File: src/rtl/dmem_arbiter.sv
// Two-requester round-robin arbiter in front of a single-port data RAM.
// Each access takes three cycles: grant (IDLE), RAM command (ACCESS), completion (RESP).
module dmem_arbiter #(
  parameter int unsigned ADDR_W = 10,
  parameter int unsigned DATA_W = 32
) (
  input  logic                  clk,
  input  logic                  reset,

  input  logic                  m0_req,
  input  logic                  m0_we,
  input  logic [31:0]           m0_addr,
  input  logic [DATA_W-1:0]     m0_wdata,
  input  logic [DATA_W/8-1:0]   m0_wstrb,
  output logic                  m0_gnt,
  output logic                  m0_rvalid,
  output logic [DATA_W-1:0]     m0_rdata,

  input  logic                  m1_req,
  input  logic                  m1_we,
  input  logic [31:0]           m1_addr,
  input  logic [DATA_W-1:0]     m1_wdata,
  input  logic [DATA_W/8-1:0]   m1_wstrb,
  output logic                  m1_gnt,
  output logic                  m1_rvalid,
  output logic [DATA_W-1:0]     m1_rdata,

  output logic                  mem_en,
  output logic                  mem_we,
  output logic [ADDR_W-1:0]     mem_addr,
  output logic [DATA_W-1:0]     mem_wdata,
  output logic [DATA_W/8-1:0]   mem_wstrb,
  input  logic [DATA_W-1:0]     mem_rdata
);

  localparam int unsigned STRB_W = DATA_W / 8;

  localparam logic [1:0] StIdle   = 2'd0;
  localparam logic [1:0] StAccess = 2'd1;
  localparam logic [1:0] StResp   = 2'd2;

  logic [1:0]        state_q, state_d;
  logic              last_q;   // 1 = m1 was granted last
  logic              owner_q;  // 1 = m1 owns the transaction in flight
  logic              we_q;
  logic [ADDR_W-1:0] addr_q;
  logic [DATA_W-1:0] wdata_q;
  logic [STRB_W-1:0] wstrb_q;

  logic              any_req;
  logic              win;
  logic              grant;
  logic              access;
  logic              resp;
  logic [DATA_W-1:0] resp_data;

  // Word addressing drops the byte offset and any bits above the RAM size.
  logic unused_addr;
  assign unused_addr = ^{m0_addr[31:ADDR_W+2], m0_addr[1:0], m1_addr[31:ADDR_W+2], m1_addr[1:0]};

  assign any_req = m0_req | m1_req;
  // m1 wins when alone, or on a tie when m0 was granted last.
  assign win     = m1_req & (~m0_req | ~last_q);
  assign grant   = reset & (state_q == StIdle) & any_req;
  assign access  = reset & (state_q == StAccess);
  assign resp    = reset & (state_q == StResp);

  always_comb begin
    state_d = StIdle;
    unique case (state_q)
      StIdle:   state_d = any_req ? StAccess : StIdle;
      StAccess: state_d = StResp;
      default:  state_d = StIdle;
    endcase
  end

  always_ff @(posedge clk) begin
    if (!reset) begin
      state_q <= StIdle;
      last_q  <= 1'b1;
      owner_q <= 1'b0;
      we_q    <= 1'b0;
      addr_q  <= '0;
      wdata_q <= '0;
      wstrb_q <= '0;
    end else begin
      state_q <= state_d;
      if (grant) begin
        last_q  <= win;
        owner_q <= win;
        we_q    <= win ? m1_we : m0_we;
        addr_q  <= win ? m1_addr[ADDR_W+1:2] : m0_addr[ADDR_W+1:2];
        wdata_q <= win ? m1_wdata : m0_wdata;
        wstrb_q <= win ? m1_wstrb : m0_wstrb;
      end
    end
  end

  assign m0_gnt    = grant & ~win;
  assign m1_gnt    = grant & win;

  assign mem_en    = access;
  assign mem_we    = access & we_q;
  assign mem_addr  = addr_q;
  assign mem_wdata = wdata_q;
  assign mem_wstrb = we_q ? wstrb_q : '0;

  assign m0_rvalid = resp & ~owner_q;
  assign m1_rvalid = resp & owner_q;
  assign resp_data = we_q ? '0 : mem_rdata;
  assign m0_rdata  = m0_rvalid ? resp_data : '0;
  assign m1_rdata  = m1_rvalid ? resp_data : '0;

endmodule

File: config.mk
export PLATFORM = sky130hd
export DESIGN_NAME = dmem_arbiter
export DESIGN_NICKNAME = d
export VERILOG_FILES = /design/src/rtl/dmem_arbiter.sv
export SDC_FILE = /design/constraint.sdc
export NUM_CORES = 1
export LEC_CHECK = 0
export ABC_AREA = 0
export CAP_MARGIN = 10
export CORE_AREA = 2 2 113 115
export CTS_BUF_LIST = sky130_fd_sc_hd__clkbuf_4
export DETAILED_ROUTE_END_ITERATION = 7
export DIE_AREA = 0 0 115 117
export PLACE_DENSITY = 0.68
export SLEW_MARGIN = 20
export SYNTH_ARGS = -nofsm -noshare
export SYNTH_HDL_FRONTEND = slang
export SYNTH_SLANG_ARGS = --single-unit
File: constraint.sdc
create_clock -name clk -period 3 [get_ports clk]
set_input_delay 0.45 -clock clk [delete_from_list [all_inputs] [get_ports clk]]
set_output_delay 0.45 -clock clk [all_outputs]
set_load 0.01 [all_outputs]
==> flow_metrics.env, run 1 <==
export IMPL_finalSetupViolCount=0
export IMPL_cp_max_fo=4
export IMPL_clk_pin_slew_ps=130
export IMPL_first_pass_iters=4
export IMPL_dpl_cell_area_sq_um=5460
export IMPL_cp_end_kind="primary output"
export IMPL_finalInstanceArea_sq_um=5520
export IMPL_dieArea_sq_um=13500
export IMPL_holdCritStartpoint="mem_wdata[11]"
export IMPL_synth_area_sq_um=2940
export IMPL_p_total_mw=1.80
export IMPL_leakagePower_nw=2.14
export IMPL_routed_wl_mm=10.2
export IMPL_seq_area_sq_um=1020
export IMPL_hold_path_class="flop to flop"
export IMPL_critPathLaunchType="input port"
export IMPL_fp_coreArea_sq_um=12300
export IMPL_ctsResizeCount=0
export IMPL_area_growth_pct=87.6
export IMPL_finalHoldViolCount=0
export IMPL_hpwl_mm=8.45
export IMPL_first_global_vias=3026
export IMPL_rows=41
export IMPL_multi_input_area_sq_um=1730
export IMPL_grt_max_degree=42
export IMPL_finalClockSkew_ps=6.90
export IMPL_ys_warn_count=0
export IMPL_antennaDiodeCount=0
export IMPL_arrival_ps=2100
export IMPL_fin_crit_sh_pct=84.9
export IMPL_drc=0
export IMPL_ys_seq_area_share_pct=34.7
export IMPL_critPathKind="input port to primary output"
export IMPL_synth_seq_cells=51
export IMPL_setup_tns_final_ps=0
export IMPL_fillCellCount=1256
export IMPL_finalCriticalPeriod_ps=2550
export IMPL_start_util_pct=23.9
export IMPL_fin_cells=723
export IMPL_syn_inst=339
export IMPL_power_density_nw_per_um2=326
export IMPL_portBuffers=245
export IMPL_hold_buffers=0
export IMPL_grt_pass1_wl_mm=15.1
export IMPL_cts_buffer_depth=2
export IMPL_synth_nets=513
export IMPL_holdPathEnd="mem_wdata[11]"
export IMPL_rrSetupSlack_ps=1340
export IMPL_postRouteAntennaNets=0
export IMPL_post_cts_buffers=0
export IMPL_io_pins=290
export IMPL_peakVddDrop_mv=0.173
export IMPL_rsz0062_at_grt="false"
export IMPL_die_height_um=117
export IMPL_status="complete, no violations"
export IMPL_r2r_end="mem_addr[1]"
export IMPL_cts_inserted_buffers=5
export IMPL_clock_fmax_mhz=393
export IMPL_drv_cap=0
export IMPL_vias=3135
export IMPL_post_drt_wl_per_cell_um=14.1
export IMPL_worstPathRequired_ps=2550
export IMPL_clock_sinks=51
export IMPL_root_buffer="clkbuf_4"
export IMPL_clkLatencyLatePin_ps=360
export IMPL_num_nets_final=746
export IMPL_synth_area_per_cell_sq_um=8.68
export IMPL_drive_above_1_share_pct=3.84
export IMPL_dp_cells=715
export IMPL_vias_per_cell=4.34
export IMPL_die_width_um=115
export IMPL_worstRegToRegCells=4
export IMPL_grt_use_total_pct=14.1
export IMPL_cts_tree="done"
export IMPL_timing_rr_start="last_q"
export IMPL_ys_types=21
export IMPL_worst_pin_slew_ps=686
export IMPL_drv_slew=0
export IMPL_overflow=0
export IMPL_slew_headroom_pct=54.3
export IMPL_htreeDepth=2
export IMPL_hold_depth=2
export IMPL_grt_antenna_before_repair=0
export IMPL_first_iter_violations=69
export IMPL_gp_congestion=0.742
sequential cells by signal, summed over array words and instances, names as in the netlist:
register / count
last_q: 1
mem_wdata: 32
mem_addr: 10
we_q: 1
wstrb_q: 4
state_q: 2
owner_q: 1
cell families after synthesis:
logic type,share of synthesized area [%]
multiplexers,32.0
flip-flops,34.7
AO/OA/AOI/OAI,1.57
AND/OR/NAND/NOR,24.6
buffers and inverters,7.10
final cells by class:
class	count	area share, %
inverter	2	0.136
tap	150	3.40
sequential	51	18.5
clock buffer	7	0.952
multi-input combinational	258	31.3
clock inverter	1	0.0907
timing repair buffer	254	45.6
synthesized netlist by cell type, drive strengths merged:
library cell / count / area (sq um)
a21boi: 1 / 7.51
and2: 6 / 37.5
and2b: 1 / 7.51
buf: 20 / 171
clkbuf: 8 / 30.0
dfxtp: 51 / 1020
inv: 2 / 7.51
mux2i: 94 / 941
nand2: 48 / 180
nand2b: 32 / 200
nand3: 1 / 5.00
nand3b: 2 / 15.0
nor2: 66 / 248
nor2b: 1 / 6.26
nor3b: 2 / 25.0
o21a: 2 / 15.0
o21ai: 1 / 5.00
o21bai: 1 / 18.8
where the power goes:
group | internal, mW | leakage (nW) | total [mW] | switching [mW]
combinational | 0.412 | 1.68 | 0.676 | 0.263
sequential | 0.758 | 0.423 | 0.800 | 0.0425
clock | 0.110 | 0.0361 | 0.322 | 0.212
routing by layer:
metal / vias up / wire length (um) / track usage [%]
met5: - / 0 / 0
met4: 0 / 95 / 3.37
met2: 151 / 5320 / 27.3
met1: 1413 / 3840 / 15.2
met3: 6 / 918 / 3.91
li1: 1565 / - / -
critical path, cell delays in order:
cell             delay, ps
clkdlybuf4s50_1        570
o21bai_4               120
nor3b_4                240
and2_1                 180
clkdlybuf4s50_1        530
worst max-delay path by stage:
stage                     startpoint           end  slack (ps)
after floorplan                reset  m1_rdata[10]        1280
after global placement        m0_req        m1_gnt         470
after detailed placement      m0_req        m1_gnt         460
after CTS                     m0_req        m1_gnt         440
after global routing      state_q[0]  m1_rdata[18]         330
final                         m0_req        m1_gnt         450
through the flow:
step	setup slack [ps]	utilization [%]	hold WS, ps
after detailed placement	458	44.3	448
after floorplan	1280	-	430
final	453	44.8	466
after CTS	443	44.8	467
after global placement	472	44.3	439
after global routing	333	44.8	484
placed cells by master (no fill, tap or decap), drive strengths merged:
master / n
nor2: 66
o21ai: 1
clkdlybuf4s50: 244
a21boi: 1
inv: 2
nand2: 48
mux2i: 94
and2b: 1
clkbuf: 7
and2: 6
nor2b: 1
nand3b: 2
clkinv: 1
dfxtp: 51
o21bai: 1
nand3: 1
nor3b: 2
nand2b: 32
o21a: 2
buf: 10
No activity file was read; power rests on OpenSTA's default activity.
==> run 2, diff against run 1 <==
Clock period 3 ns to 2.65 ns, I/O delays scaled along.
==> flow_metrics.env, run 2 (synthesis gave the netlist of run 1 again) <==
export IMPL_clkLatencyLatePin_ps=360
export IMPL_antennaDiodeCount=0
export IMPL_multi_input_area_sq_um=1730
export IMPL_finalCriticalPeriod_ps=2420
export IMPL_crit_slowest_cell="clkdlybuf4s50_1"
export IMPL_post_cts_buffers=0
export IMPL_clock_sinks=51
export IMPL_post_drt_wl_per_cell_um=13.9
export IMPL_routed_wl_mm=10.0
export IMPL_finalHoldViolCount=0
export IMPL_fp_coreArea_sq_um=12300
export IMPL_dieArea_sq_um=13500
export IMPL_root_buffer="clkbuf_4"
export IMPL_power_density_nw_per_um2=382
export IMPL_portBuffers=245
export IMPL_fin_crit_sh_pct=91.4
export IMPL_dpl_worst_slack_ps=252
export IMPL_drv_slew=0
export IMPL_hold_path_class="flop to flop"
export IMPL_final_common_cell="clkdlybuf4s50_1"
export IMPL_worstPathRequired_ps=2250
export IMPL_fin_ws_ps=229
export IMPL_hpwl_mm=8.22
export IMPL_cts_buffer_depth=2
export IMPL_finalSetupViolCount=0
export IMPL_cp_num_buf_inv=2
export IMPL_overflow=0
export IMPL_critPathLaunchType="flop"
export IMPL_start_util_pct=23.9
export IMPL_p_total_mw=2.11
export IMPL_seq_area_sq_um=1020
export IMPL_clk_pin_slew_ps=140
export IMPL_postRouteAntennaNets=0
export IMPL_rsz0062_at_grt="false"
export IMPL_die_width_um=115
export IMPL_first_iter_violations=72
export IMPL_cp_end_kind="primary output"
export IMPL_fillCellCount=1197
export IMPL_htreeDepth=2
export IMPL_cts_inserted_buffers=5
export IMPL_critPathKind="flop to primary output"
export IMPL_clock_fmax_mhz=413
export IMPL_ctsResizeCount=0
export IMPL_drc=0
export IMPL_largest_reg_flops=32
export IMPL_grt_antenna_before_repair=0
export IMPL_slew_headroom_pct=45.1
export IMPL_die_height_um=117
export IMPL_vias_per_cell=4.36
export IMPL_drv_cap=0
export IMPL_fin_cells=721
export IMPL_cp_top_family="buffers and inverters"
export IMPL_finalClockSkew_ps=12.5
export IMPL_cts_tree="done"
export IMPL_grt_pass1_wl_mm=15.0
export IMPL_final_cell_mix="244 x clkdlybuf4s50_1, 94 x mux2i_1, 66 x nor2_1, 51 x dfxtp_1, 48 x nand2_1"
export IMPL_worst_pin_slew_ps=824
export IMPL_peakVddDrop_mv=0.169
export IMPL_area_growth_pct=87.9
export IMPL_leakagePower_nw=2.14
export IMPL_worst_path_largest_cell_delay_ps=560
export IMPL_rows=41
export IMPL_first_pass_iters=4
export IMPL_first_global_vias=3123
export IMPL_arrival_ps=2020
export IMPL_grt_max_degree=49
export IMPL_io_pins=290
export IMPL_cp_max_fo=33
export IMPL_status="complete, no violations"
export IMPL_drive_above_1_share_pct=3.50
export IMPL_hold_buffers=0
export IMPL_crit_chain="nor2b_1 > nand3_1 > buf_4 > nor2_1 > clkdlybuf4s50_1"
export IMPL_num_nets_final=745
export IMPL_finish_utilization_pct=44.9
export IMPL_gp_congestion=0.751
export IMPL_vias=3141
export IMPL_dp_cells=714
export IMPL_setup_tns_final_ps=0
export IMPL_grt_use_total_pct=14.0
run 2: cell type report:
cell class / count / share of cell area (%)
Tap cell: 150 / 3.40
Multi-Input combinational cell: 258 / 31.3
Inverter: 2 / 0.136
Clock inverter: 1 / 0.543
Sequential cell: 51 / 18.5
Timing Repair Buffer: 253 / 45.4
Clock buffer: 6 / 0.815
run 2: where the power goes:
group          internal, mW  total, mW  switching (mW)
Clock                 0.205      0.442           0.237
Sequential            0.858      0.908          0.0497
Combinational         0.466      0.762           0.295
run 2: worst paths after layout:
check        depth (start not counted)  slack (ps)     startpoint            end
min reg2reg                          2         470  mem_wdata[16]  mem_wdata[16]
min                                  2         470  mem_wdata[16]  mem_wdata[16]
max                                  5         230     state_q[0]   m1_rdata[17]
max reg2reg                          4         820     state_q[1]     wstrb_q[1]
run 2: through the flow:
| stage | instance area [sq um] | hold slack, ps |
|---|---|---|
| after CTS | 5530 | 467 |
| final | 5530 | 465 |
| after global placement | 5450 | 439 |
| after global routing | 5530 | 481 |
| after detailed placement | 5450 | 445 |
| after floorplan | 2940 | 430 |
run 2: routing by layer:
metal	part of all wire [%]	wire length [um]	vias to the layer above	track usage, %
li1	-	-	1559	-
met1	38	3790	1418	14.4
met2	51	5140	157	27.2
met3	9.7	972	7	4.69
met4	1.1	106	0	3.86
met5	0	0	-	0
run 2: worst min-delay path, delay by kind of cell (launching register included):
kind	cells	cell delay, ps
DFF	1	340
and+or+nand+nor	1	50
muxes	1	50
